**src/rtl/operand_fetch_pkg.sv**
```systemverilog
// Shared types for the operand-fetch stage and the ALU it feeds:
// datapath sizes, ALU op / shift encodings and the fetch FSM states.
package operand_fetch_pkg;

    localparam int OF_WIDTH = 16;
    localparam int OF_NREGS = 8;

    typedef enum logic [1:0] {
        OP_ADD = 2'b00,
        OP_SUB = 2'b01,
        OP_AND = 2'b10,
        OP_NOT = 2'b11
    } alu_op_e;

    typedef enum logic [1:0] {
        SH_NONE = 2'b00,
        SH_LSL1 = 2'b01,
        SH_LSR1 = 2'b10,
        SH_ASR1 = 2'b11
    } shift_e;

    typedef enum logic [1:0] {
        ST_IDLE   = 2'b00,
        ST_LOAD_A = 2'b01,
        ST_LOAD_B = 2'b10,
        ST_VALID  = 2'b11
    } of_state_e;

endpackage

```
**src/rtl/operand_fetch_reg_file.sv**
```systemverilog
// General register file: NREGS x WIDTH, async reset to zero,
// one synchronous write port, two combinational read ports.
//   i/o: clk, rst_n, wr_en/wr_addr/wr_data, ra_addr->ra_data, rb_addr->rb_data
module operand_fetch_reg_file
    import operand_fetch_pkg::*;
#(
    parameter int WIDTH = OF_WIDTH,
    parameter int NREGS = OF_NREGS,
    parameter int AW    = $clog2(NREGS)
) (
    input  logic             clk,
    input  logic             rst_n,
    input  logic             wr_en,
    input  logic [AW-1:0]    wr_addr,
    input  logic [WIDTH-1:0] wr_data,
    input  logic [AW-1:0]    ra_addr,
    output logic [WIDTH-1:0] ra_data,
    input  logic [AW-1:0]    rb_addr,
    output logic [WIDTH-1:0] rb_data
);

    logic [WIDTH-1:0] r_mem [NREGS];

    always_ff @(posedge clk or negedge rst_n) begin
        if (!rst_n) begin
            for (int i = 0; i < NREGS; i++) begin
                r_mem[i] <= '0;
            end
        end else if (wr_en) begin
            r_mem[wr_addr] <= wr_data;
        end
    end

    assign ra_data = r_mem[ra_addr];
    assign rb_data = r_mem[rb_addr];

endmodule

```
**src/rtl/operand_fetch.sv**
```systemverilog
// Operand-fetch stage: captures an instruction on start, reads Rn into A,
// then Rm (1-bit shifted) or imm into B, and holds them valid until taken.
//   in : clk, rst_n, start, rn, rm, shift, use_imm, imm, op_in,
//        wr_en, wr_addr, wr_data, out_ready
//   out: Ain, Bin, ALUop, valid, busy
module operand_fetch
    import operand_fetch_pkg::*;
#(
    parameter int WIDTH = OF_WIDTH,
    parameter int NREGS = OF_NREGS,
    parameter int AW    = $clog2(NREGS)
) (
    input  logic             clk,
    input  logic             rst_n,
    input  logic             start,
    input  logic [AW-1:0]    rn,
    input  logic [AW-1:0]    rm,
    input  logic [1:0]       shift,
    input  logic             use_imm,
    input  logic [WIDTH-1:0] imm,
    input  logic [1:0]       op_in,
    input  logic             wr_en,
    input  logic [AW-1:0]    wr_addr,
    input  logic [WIDTH-1:0] wr_data,
    input  logic             out_ready,
    output logic [WIDTH-1:0] Ain,
    output logic [WIDTH-1:0] Bin,
    output logic [1:0]       ALUop,
    output logic             valid,
    output logic             busy
);

    of_state_e        r_state;
    of_state_e        w_state_nxt;

    logic [AW-1:0]    r_rn;
    logic [AW-1:0]    r_rm;
    shift_e           r_shift;
    logic             r_use_imm;
    logic [WIDTH-1:0] r_imm;
    alu_op_e          r_op;
    logic [WIDTH-1:0] r_a;
    logic [WIDTH-1:0] r_b;

    logic [WIDTH-1:0] w_rf_a;
    logic [WIDTH-1:0] w_rf_b;
    logic [WIDTH-1:0] w_rd_a;
    logic [WIDTH-1:0] w_rd_b;
    logic [WIDTH-1:0] w_shifted;
    logic [WIDTH-1:0] w_b_nxt;

    operand_fetch_reg_file #(
        .WIDTH (WIDTH),
        .NREGS (NREGS),
        .AW    (AW)
    ) u_rf (
        .clk     (clk),
        .rst_n   (rst_n),
        .wr_en   (wr_en),
        .wr_addr (wr_addr),
        .wr_data (wr_data),
        .ra_addr (r_rn),
        .ra_data (w_rf_a),
        .rb_addr (r_rm),
        .rb_data (w_rf_b)
    );

    // A same-edge write to the register being read wins over the old value.
    assign w_rd_a = (wr_en && wr_addr == r_rn) ? wr_data : w_rf_a;
    assign w_rd_b = (wr_en && wr_addr == r_rm) ? wr_data : w_rf_b;

    always_comb begin
        w_shifted = w_rd_b;
        unique case (r_shift)
            SH_NONE: w_shifted = w_rd_b;
            SH_LSL1: w_shifted = {w_rd_b[WIDTH-2:0], 1'b0};
            SH_LSR1: w_shifted = {1'b0, w_rd_b[WIDTH-1:1]};
            SH_ASR1: w_shifted = {w_rd_b[WIDTH-1], w_rd_b[WIDTH-1:1]};
        endcase
    end

    assign w_b_nxt = r_use_imm ? r_imm : w_shifted;

    always_ff @(posedge clk or negedge rst_n) begin
        if (!rst_n) begin
            r_state <= ST_IDLE;
        end else begin
            r_state <= w_state_nxt;
        end
    end

    always_comb begin
        w_state_nxt = r_state;
        unique case (r_state)
            ST_IDLE:   if (start) w_state_nxt = ST_LOAD_A;
            ST_LOAD_A: w_state_nxt = ST_LOAD_B;
            ST_LOAD_B: w_state_nxt = ST_VALID;
            ST_VALID:  if (out_ready) w_state_nxt = ST_IDLE;
        endcase
    end

    always_ff @(posedge clk or negedge rst_n) begin
        if (!rst_n) begin
            r_rn      <= '0;
            r_rm      <= '0;
            r_shift   <= SH_NONE;
            r_use_imm <= 1'b0;
            r_imm     <= '0;
            r_op      <= OP_ADD;
            r_a       <= '0;
            r_b       <= '0;
        end else begin
            if (r_state == ST_IDLE && start) begin
                r_rn      <= rn;
                r_rm      <= rm;
                r_shift   <= shift_e'(shift);
                r_use_imm <= use_imm;
                r_imm     <= imm;
                r_op      <= alu_op_e'(op_in);
            end
            if (r_state == ST_LOAD_A) begin
                r_a <= w_rd_a;
            end
            if (r_state == ST_LOAD_B) begin
                r_b <= w_b_nxt;
            end
        end
    end

    assign Ain   = r_a;
    assign Bin   = r_b;
    assign ALUop = r_op;
    assign valid = (r_state == ST_VALID);
    assign busy  = (r_state != ST_IDLE);

endmodule

```
**config.mk**
```make
export PLATFORM = sky130hd
export DESIGN_NAME = operand_fetch
export DESIGN_NICKNAME = d
export VERILOG_FILES = /design/src/rtl/operand_fetch_pkg.sv /design/src/rtl/operand_fetch_reg_file.sv /design/src/rtl/operand_fetch.sv
export SDC_FILE = /design/constraint.sdc
export NUM_CORES = 1
export LEC_CHECK = 0
export BUFFER_PORTS_ARGS = -buffer_cell sky130_fd_sc_hd__buf_2
export CORE_MARGIN = 4
export CORE_UTILIZATION = 49
export CTS_BUF_LIST = sky130_fd_sc_hd__clkbuf_2
export CTS_CLUSTER_DIAMETER = 50
export DETAILED_ROUTE_END_ITERATION = 8
export PLACE_DENSITY = 0.7
export SYNTH_ARGS = -nofsm -noshare
export SYNTH_HDL_FRONTEND = slang
export SYNTH_SLANG_ARGS = --single-unit
```
**constraint.sdc**
```tcl
create_clock -name clk -period 2.5 [get_ports clk]
set_input_delay 0.375 -clock clk [delete_from_list [all_inputs] [get_ports clk]]
set_output_delay 0.375 -clock clk [all_outputs]
set_load 0.02 [all_outputs]
```
Word level (Yosys, flattened, before mapping)
Cells that the tools add are included.

storage, ports and cells
  register bits = 189
  word-level logic and storage cells = 58

operators by class
  order comparisons = 4
  multiplexer cells = 16
  bitwise operators = 3
  equality and inequality tests = 10
  reduce and logical (&&, ||, !) cells = 8

operators by type and width
  operator                                                    number
  bitwise mux 128 bit                                         1
  two-way mux 16 bit                                          8
  binary-select mux 16 bit (select 3 bit)                     2
  one-hot mux 16 bit (4 select lines)                         1
  demux 16 bit (select 3 bit)                                 1
  >= comparator 4 bit, second input constant                  3
  NOT 3 -> 4 bit                                              3
  equality test 2 bit, second input constant                  4
  one-hot mux 2 bit (4 select lines)                          1
  equality test 3 bit                                         2
  equality test 2 x 1 -> 1 bit, second input constant         2
  logical AND 1 bit                                           4
  logical NOT 2 bit                                           2
  less-than comparator 4 x 1 -> 1 bit, second input constant  1
  two-way mux 2 bit                                           2
  inequality test 2 bit, second input constant                2
  AND reduction 2 bit                                         1
  nonzero test 2 bit                                          1

Depth between registers and ports, before layout
Gate-level depths: netlist of the first run.

  depth in word-level cells = 7
  gate-level depth with buffers = 8
  mapped depth without buffers = 7

Hierarchy
From an unflattened synthesis of the first run, not the netlist that was laid out.

unflattened totals
  cells, all modules = 661
  area, all modules = 10063.4 um^2

modules (own cells, without submodules)
  module                  cells an instance  sequential area each (um^2)  area an instance (um^2)  instances
  operand_fetch_reg_file  393                3203.1                       7000.5                   1
  operand_fetch           268                1526.5                       3062.9                   1

Least setup slack after synthesis of the first run
No wires, ideal clock.

  path kind = register to register
  from = register r_rm[0]
  to = register r_b[15] (netlist: Bin[15])
  arrival time = 1.837 ns
  cell stages (with the launch flop) = 8
  required time = 2.366 ns
  slack = 0.529 ns
  period minus slack after synthesis = 1.971 ns
  cell sequence = dfrtp_1 > buf_6 > buf_8 > mux4_1 > mux2_2 > a41o_1 > a211oi_1 > o22ai_1

on the way
  longest elaborated chain between the ends = 7
  elaborated cells on any way between the ends = 9
  those cells by class = eq/ne: 1; mux: 6; bitwise: 1; reduce/logical: 1

RTL lines
  item                                                    RTL line                      RTL
  from (decl)                                             operand_fetch.sv:37           logic [AW-1:0] r_rm;
  from (signal assigned)                                  operand_fetch.sv:115          r_rm <= rm;
  NOT 3 -> 4 bit (implied by the code)                    operand_fetch_reg_file.sv:35  assign rb_data = r_mem[rb_addr];
  binary-select mux 16 bit (select 3 bit)                 operand_fetch_reg_file.sv:35
  two-way mux 16 bit (implied by the code) (2 in series)  operand_fetch_reg_file.sv:35
  two-way mux 16 bit *                                    operand_fetch.sv:70           assign w_rd_b = (wr_en && wr_addr == r_rm) ? wr_data : w_rf_b;
  one-hot mux 16 bit (4 select lines) *                   operand_fetch.sv:74           unique case (r_shift)
  two-way mux 16 bit *                                    operand_fetch.sv:82           assign w_b_nxt = r_use_imm ? r_imm : w_shifted;
  to (signal assigned)                                    operand_fetch.sv:125          r_b <= w_b_nxt;
  to (decl)                                               operand_fetch.sv:43           logic [WIDTH-1:0] r_b;

Mark *: on every way between the ends. The rest lies on a longest branch, timed or not. The select of a mux whose other input is x is not followed.
A chain may end at the register's enable or synchronous reset.

Final worst setup path of the first run
  from = register r_rm[0]
  to = register r_b[3] (netlist: Bin[3])

The elaborated chain is that of the path after synthesis.

==> results of run 1 <==
report_power, final:
group          leakage, nW  internal [mW]  switching (mW)  total [mW]
logic                 2.62           3.38            3.39        6.77
clock network        0.132          0.397            1.17        1.57
registers             2.27           4.01           0.771        4.78
metrics by stage:
step	worst slack, ns	hold slack [ns]	cell area, um2	utilization, %
floorplan	0.5288	0.07941	10040	-
global placement	0.3108	0.3803	10920	54.16
detailed placement	0.2265	0.3822	10920	54.16
CTS	0.1958	0.01664	11630	57.64
global route	0.1274	0.02566	11630	57.67
finish	0.2040	0.05800	11630	57.67
kinds of logic after synthesis:
logic type	count (synthesis)	synth area share (%)
mux	251	35.01
flops	189	47.11
compound gates	119	7.702
simple gates	101	4.935
buf+inv	95	4.100
xor+xnor	6	0.5234
fa+ha+maj	5	0.6231
sequential cells by signal (all words and copies together), names as in the netlist, 2 cells and up:
signal / cells
r_state: 2
r_shift: 2
Bin: 16
r_imm: 16
ALUop: 2
r_rm: 3
u_rf.r_mem: 128
Ain: 16
r_rn: 3
how the worst max path moves through the flow:
stage / from / endpoint / slack [ns] / depth (start not counted)
6_report: r_rm[0] / Bin[3] / 0.20 / 6
5_1_grt: r_rm[0] / Bin[3] / 0.13 / 6
4_1_cts: r_rm[0] / Bin[3] / 0.20 / 6
3_5_place_dp: r_rm[0] / Bin[3] / 0.23 / 6
3_3_place_gp: r_rm[0] / Bin[3] / 0.31 / 6
2_1_floorplan: r_rm[0] / Bin[15] / 0.53 / 7
per-layer routing:
metal  vias to the layer above  GRT usage [%]  share of wire (%)
met5                         -              0                  0
met3                        37          3.680                4.5
met2                       216          36.59                 48
met1                      3679          33.04                 45
li1                       3134              -                  -
met4                         0          7.389                2.0
cell type report:
class	count	area, um2	area share [%]
Inverter	28	105.1	0.9036
Timing Repair Buffer	171	1305	11.22
Clock inverter	15	157.7	1.355
Multi-Input combinational cell	482	4903	42.16
Sequential cell	189	4732	40.68
Tap cell	270	337.8	2.904
Clock buffer	17	85.08	0.7315
Antenna cell	2	5.005	0.04303
placed cells by master, fill, tap and decap left out, drive strengths merged, types with 3 or more instances in the layout:
master / n
nand2: 49
xnor2: 6
o22ai: 21
clkinvlp: 5
nor2: 10
o2111ai: 3
dlygate4sd3: 46
o211ai: 20
inv: 33
a211oi: 5
nand2b: 8
nand4: 4
dfrtp: 189
mux2: 162
a31oi: 12
nor2b: 3
nand4b: 3
nand3: 5
buf: 124
clkinv: 4
a21oi: 7
mux4: 60
clkbuf: 18
ha: 5
o21ai: 36
a32oi: 3
nor3: 9
mux2i: 29
what timing repair did:
| action | CTS | global route |
|---|---|---|
| hold buffers | 46 | 0 |
| gates resized for setup | 0 | 0 |
| hold endpoints to repair | 355 | 0 |
==> summary.md, run 1 <==
| Metric | Value |
|---|---|
| Vias | roughly 7100 |
| Layout cells sized above 1 | roughly two fifths |
| Crit-path cells | buf_12 > mux4_1 > nor2b_1 > a211oi_2 > nor2_1 > o41a_1 |
| Post-DRT Antenna Nets | 0 |
| Crit path max-delay family | compound AO/OA/AOI/OAI gates |
| Top FF cell, synth | dfrtp_1 |
| Fillcell total | 1675 |
| Area of the die | roughly 23000 um2 |
| Synthesized instance count | about 770 |
| CTS tree | done |
| Post-Syn Area per Cell | ~13 um2 |
| H-tree levels | 4 |
| Skew-Pair Late Insertion Delay | ~0.80 ns |
| Layout Cells excl Fill | about 1200 |
| Crit Path Class | reg2reg |
| Final min period | roughly 2.3 ns |
| Max Slew Vio Count | 0 |
| Flop2flop setup slack | 0.20 ns |
| Cell Rows | 52 |
| PortBufs | 86 |
| PwrDens | around 1100 nW/um2 |
| Crit end category | register |
| Total gr overflow | 0 |
| Area of the mapped netlist | between 10000 and 15000 um2 |
| Setup bufs post-CTS | 0 |
| Initial antenna violation count | 2 |
| Setup violations, final | 0 |
| First-pass GRT wire length | 40080 um |
| Leakage | 5.023 nW |
| Initial drt markers | roughly 580 |
| Worst R2R End | Bin[3] |
| Tot Pwr | approximately 13 mW |
| Total track usage | between 20% and 30% |
| Area grow syn2layout | 15.85% |
| Routed wire length | about 26000 um |
| Max Clk Rate | between 0.4 and 0.5 GHz |
| RSZ-0062 raised after global routing | no |
| # IOs | 87 |
| Worst Hold Class | in2async |
| Placed cells | around 1100 |
| Largest net degree at the start of global routing | 54 |
| Die width | ~150 um |
| EDFF count, synth | 0 |
| MaxCap Viol Count | 0 |
| CP Max Fanout | 18 |
| Top cells by count, synth | 189 x dfrtp_1, 162 x mux2_2, 49 x nand2_1, 47 x mux4_2, 42 x clkbuf_1 |
| Avg WL per Cell | about 22 um |
| Max VDD drop | around 390 uV |
| RR Startpoint | r_rm[0] |
| Register area share after synthesis | 47.11% |
| Number of global-route vias before repair | between 7000 and 8000 |
| Clock-pin transition on the worst setup and hold timing paths | approximately 0.29 ns |
| Most frequent cell after synthesis | dfrtp_1 |
| Skew final | 0.04002 ns |
| Yosys top cell area share | a little under half |
| CTS buffer count | 17 |
| Die Ht | ~150 um |
| Worst rel slew slack | around 65% |
| Post-synth cell types | 49 |
| Data required time of the worst path | roughly 3.2 ns |
| Bufs and invs on worst path | 1 |
| Part of the cycle the worst path needs | between 90% and 100% |
| Final nets | approximately 950 |
| Worst path arrival time | ~3 ns |
| Final HPWL DP | between 15000 and 20000 um |
| Slowest cell on crit path | mux4_1 |
| Synth warn | 0 |
| Slowest stage delay, CP | 0.57 ns |
| Seq cells post-synth | ~190 |
| Clock Tree Buf Depth | 2 |
| Clk sink count | 189 |
| Pre-Repair DR Iteration Count | 5 |
| R2R depth | 6 |
| Setup tns final | 0 ns |
| Pin slew with the least headroom to its limit | roughly 0.52 ns |
| Number of remaining DRC errors | 0 |
| GP Congestion | between 0.9 and 1 |
| Worst Setup Start Kind | register |
| Asr flop ratio synth | between 90% and 100% |
| Synthesized Nets | between 800 and 900 |
| Hold Fails Final Rpt | 0 |
| Starting Density | approximately 50% |
| Core Area | approximately 20000 um2 |
| CTS root buffer | clkbuf_2 |
| Status | complete, no violations |
| Vias/cell | approximately 6 |
| Area contributors post-synth | dfrtp_1 47%, mux2_2 18%, mux4_2 11% |
| Cell taking the most area after synthesis | dfrtp_1 |
Power figures use the tool's default switching activity.
==> run 2, diff against run 1 <==
--- a/config.mk
+++ b/config.mk
@@ -5,6 +5,7 @@
 export SDC_FILE = /design/constraint.sdc
 export NUM_CORES = 1
 export LEC_CHECK = 0
+export ABC_AREA = 1
 export BUFFER_PORTS_ARGS = -buffer_cell sky130_fd_sc_hd__buf_2
 export CORE_MARGIN = 4
 export CORE_UTILIZATION = 49
==> run 2 against run 1 <==
  * Final cell count grew 45%
  * Synthesized cell count grew 73%
  * Fmax grew 6.5%
  * Area after synthesis shrank 0.97%
  * Sequential power shrank 4%
  * Clock power grew 8%
  * Critical path type is now reg2out
==> summary.md, run 2 <==
| Metric | Value |
|---|---|
| Worst path arrival time | 1.78 ns (-1.25 ns) |
| Hold Fails Final Rpt | 0 (unchanged) |
| Leakage | 5.469 nW (+8.9%) |
| Max Slew Vio Count | 0 (unchanged) |
| Area of the mapped netlist | 9942 um2 (-0.97%) |
| Setup violations, final | 0 (unchanged) |
| Cell count of the worst hold path | 5 |
| Max Clk Rate | 0.4637 GHz (+6.5%) |
| Skew final | 0.04011 ns (+0.00009210 ns) |
| Worst rel slew slack | 27.48% (-38 points) |
| Final nets | 1480 (+57%) |
| PwrDens | 1130 nW/um2 (+0.10%) |
| Worst Hold Class | in2reg |
| Layout cells sized above 1 | 13.22% (-28 points) |
| Most frequent cell after synthesis | nand2_1 |
| Worst Setup Start Kind | register |
| Clock Tree Buf Depth | 2 (unchanged) |
| MaxCap Viol Count | 0 (unchanged) |
| Largest net degree at the start of global routing | 69 (+28%) |
| Part of the cycle the worst path needs | 86.26% (-5.6 points) |
| CTS root buffer | clkbuf_2 |
| Clk sink count | 189 (unchanged) |
| H-tree levels | 4 (unchanged) |
| Avg WL per Cell | 18.32 um (-16%) |
| GP Congestion | 0.8928 (-3.3%) |
| Crit-path cells | inv_1 > ha_1 > inv_1 > buf_2 |
| Area grow syn2layout | 14.89% |
| Setup tns final | 0 ns (unchanged) |
| Cell taking the most area after synthesis | dfrtp_1 |
| Top FF cell, synth | dfrtp_1 |
| Largest register by flop count | u_rf.r_mem |
| Initial drt markers | 1100 (+91%) |
| Tot Pwr | 12.90 mW (-1.7%) |
| Routed wire length | 31190 um (+22%) |
| Die Ht | 150.4 um (-0.46%) |
| Yosys top cell area share | 47.57% (+0.46 points) |
| Area contributors post-synth | dfrtp_1 48%, nand2_1 14%, o21ai_0 10% |
| Vias/cell | 5.718 (-5.0%) |
| Resize count post-CTS | 0 (unchanged) |
| Seq cells post-synth | 189 (unchanged) |
| Register area share after synthesis | 47.57% (+0.46 points) |
| CTS buffer count | 17 (unchanged) |
| Post-Syn Area per Cell | 7.486 um2 (-43%) |
| Hold Buf Count CTS | 51 (+11%) |
| Clock-pin transition on the worst setup and hold timing paths | 0.29 ns (about the same) |
| # IOs | 87 (unchanged) |
| Number of global-route vias before repair | 9308 (+32%) |
| Number of remaining DRC errors | 0 (unchanged) |
| Slowest cell on crit path | dfrtp_1 |
| Total track usage | 28.21% (+5.1 points) |
| Initial antenna violation count | 1 (-1) |
| Synth warn | 0 (unchanged) |
| Post-DP Area | 10650 um2 (-2.5%) |
| Pre-Repair DR Iteration Count | 9 (+4) |
| Top cells by count, synth | 361 x nand2_1, 205 x o21ai_0, 189 x dfrtp_1, 154 x nand3_1, 115 x nor2_1 |
| Final min period | 2.156 ns (-0.1396 ns) |
| Vias | 9737 (+38%) |
| Asr flop ratio synth | 100.0% (unchanged) |
| Core Area | 19720 um2 (-2.2%) |
| Final HPWL DP | 19400 um (+12%) |
| Total gr overflow | 0 (unchanged) |
| Crit Path Class | reg2out |
| Synthesized instance count | 1328 (+73%) |
| Final Cell Area | 11420 um2 (-1.8%) |
| RSZ-0062 raised after global routing | no |
| Starting Density | 50.42% (+0.65 points) |
| Area of the die | 22630 um2 (-0.92%) |
| Slowest stage delay, CP | 0.48 ns (-0.09 ns) |
| Number of flip-flops in the largest register | 128 (unchanged) |
| CTS tree | done |
| CP Max Fanout | 4 (-14) |
| Post-DRT Antenna Nets | 0 (unchanged) |
| Post-synth cell types | 27 (-45%) |
| PortBufs | 86 (unchanged) |
| R2R depth | 5 (-1) |
| Max VDD drop | 571.8 uV (+47%) |
| Status | complete, no violations |
| Setup bufs post-CTS | 0 (unchanged) |
| Most frequent cells in the layout | 361 x nand2_1, 205 x o21ai_0, 187 x dfrtp_1 |
| Pin slew with the least headroom to its limit | 1.084 ns (+0.5624 ns) |
| EDFF count, synth | 0 (unchanged) |
| Cell Rows | 51 (-1.9%) |
| Commonest non-fill, non-tap cell in the layout | nand2_1 |
| Skew-Pair Late Insertion Delay | 0.81 ns (about the same) |
| Crit end category | output port |
| Critical path's most frequent cell | inv_1 |
| Data required time of the worst path | 2.12 ns (-1.12 ns) |
| First-pass GRT wire length | 49820 um (+24%) |
| Die width | 150.4 um (-0.46%) |
| Fillcell total | 1840 (+9.9%) |
| Synthesized Nets | 1384 (+68%) |
==> run 2: cell types whose count changed in the layout (fill, tap and decap cells not counted), sizes merged, moves of 29 or more <==
| cell | previous run | this run |
|---|---|---|
| a21oi | 7 | 48 |
| nor2 | 10 | 117 |
| o21ai | 36 | 212 |
| mux4 | 60 | 0 |
| nand3 | 5 | 154 |
| nand2 | 49 | 371 |
| mux2i | 29 | 0 |
| inv | 33 | 73 |
| mux2 | 162 | 18 |
==> run 2: cells by family (layout without fill, tap and decap cells) <==
group / count (synthesis) / in the layout / share of synthesized area (%)
and+or+nand+nor: 647 / 647 / 26.82
AOI/OAI and AO/OA: 309 / 309 / 16.26
DFF: 189 / 189 / 47.57
buffers and inverters: 159 / 268 / 6.595
muxes: 18 / 18 / 2.039
adders and majority gates: 5 / 5 / 0.6292
xor gates and xnor gates: 1 / 1 / 0.08811
other: 0 / 1 / 0
==> run 2: worst paths after layout <==
| kind | endpoint | slack, ns | from |
|---|---|---|---|
| max in group asynchronous | u_rf.r_mem[123] | 1.75 | rst_n |
| worst max register to register | Bin[5] | 0.38 | r_shift[1] |
| worst min register to register | Bin[2] | 0.53 | Bin[2] |
| worst min-delay path | u_rf.r_mem[31] | 0.07 | wr_en |
| min in group asynchronous | u_rf.r_mem[110] | 0.08 | rst_n |
| worst max-delay path | busy | 0.34 | r_state[1] |
==> run 2: power by group <==
group | internal (mW) | switching (mW) | leakage (nW) | total, mW
Sequential | 3.93 | 0.655 | 2.31 | 4.59
Combinational | 2.27 | 4.36 | 3.01 | 6.63
Clock | 0.498 | 1.19 | 0.148 | 1.69
==> run 2: final cells by class <==
class	instances	area (um2)	area share (%)
diodes	1	2.502	0.02191
clock buffers	17	85.08	0.7449
clock inverters	15	177.7	1.555
inverters	67	254.0	2.224
multi-input cells	980	4562	39.94
flip-flops and latches	189	4732	41.43
well taps	265	331.6	2.903
repair buffers	169	1277	11.18
==> run 2: worst max-delay path: cells and delay by family (launching register included) <==
family                     cells  cell delay [ns]
adders and majority gates      1             0.18
buffers and inverters          3             0.33
DFF                            1             0.48
==> run 2: per-layer routing <==
layer	track usage (%)	share of wire, %	vias up
met5	0	0	-
met1	38.62	42	4604
met3	5.178	8.8	68
li1	-	-	4598
met4	9.973	3.2	0
met2	45.23	46	467
==> run 2: stage by stage <==
stage               hold slack (ns)  setup slack, ns  util, %  instances
global placement             0.4232           0.5469    53.99       1619
floorplan                   0.07941           0.8067        -       1328
detailed placement           0.4221           0.4673    53.99       1619
finish                      0.07232           0.3436    57.93       1703
CTS                         0.04209           0.3038    57.92       1702
global route                0.05147           0.2106    57.93       1703
==> run 3, diff against run 2 <==
--- a/config.mk
+++ b/config.mk
@@ -7,7 +7,7 @@
 export LEC_CHECK = 0
 export ABC_AREA = 1
 export BUFFER_PORTS_ARGS = -buffer_cell sky130_fd_sc_hd__buf_2
-export CORE_MARGIN = 4
+export CORE_MARGIN = 1
 export CORE_UTILIZATION = 49
 export CTS_BUF_LIST = sky130_fd_sc_hd__clkbuf_2
 export CTS_CLUSTER_DIAMETER = 50
==> run 3 against run 2 <==
  * Worst hold slack improved by 0.038 ns
  * Final cell count decreased by 0.18%
  * Flip-flop and latch count did not move
  * Utilization shrank 0.31 points
  * Combinational power hardly changed
  * Largest cell class unchanged
  * Die area is 7.8% lower
  * Worst setup slack worse by 0.054 ns
  * Sequential share of layout area is 0.36 points higher
  * Largest power group unchanged
  * Routed wire length down 2.1%
  * Non-clock buffer count fell by 3
  * Total power shrank 1.6%
==> summary.md, run 3 (synthesis results as in run 2) <==
| Metric | Value |
|---|---|
| Resize count post-CTS | 0 (unchanged) |
| Crit end category | output port |
| Area of the die | 20860 um2 (-7.8%) |
| CTS tree | done |
| Grt met1 use | 43.32% (+4.7 points) |
| Clock-pin transition on the worst setup and hold timing paths | 0.28 ns (about the same) |
| PortBufs | 86 (unchanged) |
| Number of global-route vias before repair | 8954 (-3.8%) |
| Avg WL per Cell | 17.96 um (-2.0%) |
| Number of remaining DRC errors | 0 (unchanged) |
| Worst Hold Class | in2async |
| Worst rel slew slack | 29.15% (+1.7 points) |
| Largest register by flop count | u_rf.r_mem |
| Final HPWL DP | 18980 um (-2.2%) |
| CTS root buffer | clkbuf_2 |
| Most frequent cells in the layout | 360 x nand2_1, 205 x o21ai_0, 187 x dfrtp_1 |
| Slowest cell on crit path | dfrtp_1 |
| Pin slew with the least headroom to its limit | 1.059 ns (-0.02496 ns) |
| Post-DRT Antenna Nets | 0 (unchanged) |
| Routed wire length | 30530 um (-2.1%) |
| Met3 usage | 4.437% (-0.74 points) |
| Core Area | 19650 um2 (-0.32%) |
| Die Ht | 144.4 um (-4.0%) |
| Layout cells sized above 1 | 13.39% (+0.17 points) |
| Initial antenna violation count | 1 (unchanged) |
| Total track usage | 30.56% (+2.4 points) |
| Starting Density | 50.59% (+0.16 points) |
| Final Cell Area | 11320 um2 (-0.85%) |
| Data required time of the worst path | 2.12 ns (about the same) |
| Crit Path Class | reg2out |
| Hold Fails Final Rpt | 0 (unchanged) |
| Max Slew Vio Count | 0 (unchanged) |
| Commonest non-fill, non-tap cell in the layout | nand2_1 |
| Clk sink count | 189 (unchanged) |
| Worst path arrival time | 1.83 ns (+0.05 ns) |
| Final nets | 1477 (-0.20%) |
| Part of the cycle the worst path needs | 88.40% (+2.1 points) |
| Slowest stage delay, CP | 0.47 ns (about the same) |
| Status | complete, no violations |
| Worst Setup Start Kind | register |
| Cell Rows | 51 (unchanged) |
| Max Clk Rate | 0.4525 GHz (-2.4%) |
| Initial drt markers | 1100 (unchanged) |
| Crit-path cells | inv_1 > ha_1 > inv_1 > buf_2 |
| CP Max Fanout | 4 (unchanged) |
| MaxCap Viol Count | 0 (unchanged) |
| PwrDens | 1121 nW/um2 (-0.76%) |
| Final min period | 2.210 ns (+0.05353 ns) |
| M2 GR Usage | 47.27% (+2.0 points) |
| Skew final | 0.04550 ns (+0.005390 ns) |
| Largest net degree at the start of global routing | 69 (unchanged) |
| RSZ-0062 raised after global routing | no |
| Max VDD drop | 488.5 uV (-15%) |
| # IOs | 87 (unchanged) |
| First-pass GRT wire length | 48130 um (-3.4%) |
| H-tree levels | 4 (unchanged) |
| Pre-Repair DR Iteration Count | 6 (-3) |
| Fillcell total | 1881 (+2.2%) |
| CTS buffer count | 17 (unchanged) |
| Number of flip-flops in the largest register | 128 (unchanged) |
| Vias/cell | 5.724 (+0.10%) |
| Skew-Pair Late Insertion Delay | 0.81 ns (about the same) |
| Setup violations, final | 0 (unchanged) |
| Critical path's most frequent cell | inv_1 |
| Vias | 9730 (-0.072%) |
| Clock Tree Buf Depth | 2 (unchanged) |
| Setup tns final | 0 ns (unchanged) |
| Grt peak-use layer | met2 |
| GP Congestion | 0.8668 (-2.9%) |
| Area grow syn2layout | 13.91% |
| Leakage | 5.432 nW (-0.66%) |
| Post-DP Area | 10650 um2 (about the same) |
| Total gr overflow | 0 (unchanged) |
| Die width | 144.4 um (-4.0%) |
[run 3: cell types whose count changed in the layout (fill, tap and decap cells not counted), sizes merged]
cell         change
buf              +2
bufinv           -2
clkinv           -2
clkinvlp         +1
dlygate4sd3      -5
inv              +3
[run 3: worst paths after layout]
path	depth (start not counted)	to	startpoint	slack (ns)
setup / recovery	4	busy	r_state[0]	0.29
hold / removal	2	u_rf.r_mem[32]	rst_n	0.11
min in group clk	4	u_rf.r_mem[21]	wr_addr[2]	0.11
max in group asynchronous	3	r_rn[2]	rst_n	1.74
setup reg to reg	9	Bin[8]	r_rm[0]	0.48
hold reg to reg	2	Bin[2]	Bin[2]	0.52
[run 3: layer usage]
| layer | vias up | routed length (um) | part of all wire (%) |
|---|---|---|---|
| met5 | - | 0 | 0 |
| met4 | 0 | 797 | 2.6 |
| met3 | 48 | 2416 | 7.9 |
| met2 | 434 | 13830 | 45 |
| met1 | 4663 | 13480 | 44 |
| li1 | 4585 | - | - |
[run 3: worst max-delay path, delay by kind of cell (launching register included)]
family,cells,cell delay (ns)
adders and majority gates,1,0.23
buffers and inverters,3,0.36
DFF,1,0.47
[run 3: layout make-up]
cell class                 instances  area [um2]  area share, %
tap                              265       331.6          2.928
sequential                       189        4732          41.79
clock inverter                    15       125.1          1.105
multi-input combinational        980        4564          40.30
antenna                            1       2.502        0.02210
clock buffer                      17       85.08         0.7513
timing repair buffer             166        1230          10.86
inverter                          67       254.0          2.243
[run 3: power by group]
part	switching (mW)	total, mW	internal, mW
clock network	1.18	1.48	0.297
registers	0.626	4.56	3.93
logic	4.38	6.66	2.28
total	6.19	12.7	6.51
[run 3: per-stage QoR]
step / setup slack [ns] / total power [mW] / std cells / hold slack (ns) / util [%]
after floorplan: 0.8067 / 9.070 / 1328 / 0.07941 / -
after global placement: 0.6079 / 10.91 / 1621 / 0.4222 / 54.20
after detailed placement: 0.5637 / 11.05 / 1621 / 0.4239 / 54.20
after CTS: 0.2849 / 12.57 / 1699 / 0.07975 / 57.61
after global routing: 0.1446 / 13.66 / 1700 / 0.06102 / 57.62
final: 0.2900 / 12.69 / 1700 / 0.1102 / 57.62
[run 3: what timing repair did]
item                                   in CTS  in global routing
endpoints found under the hold margin     285                  0
buffers inserted                            0                  0
hold buffers                               46                  0
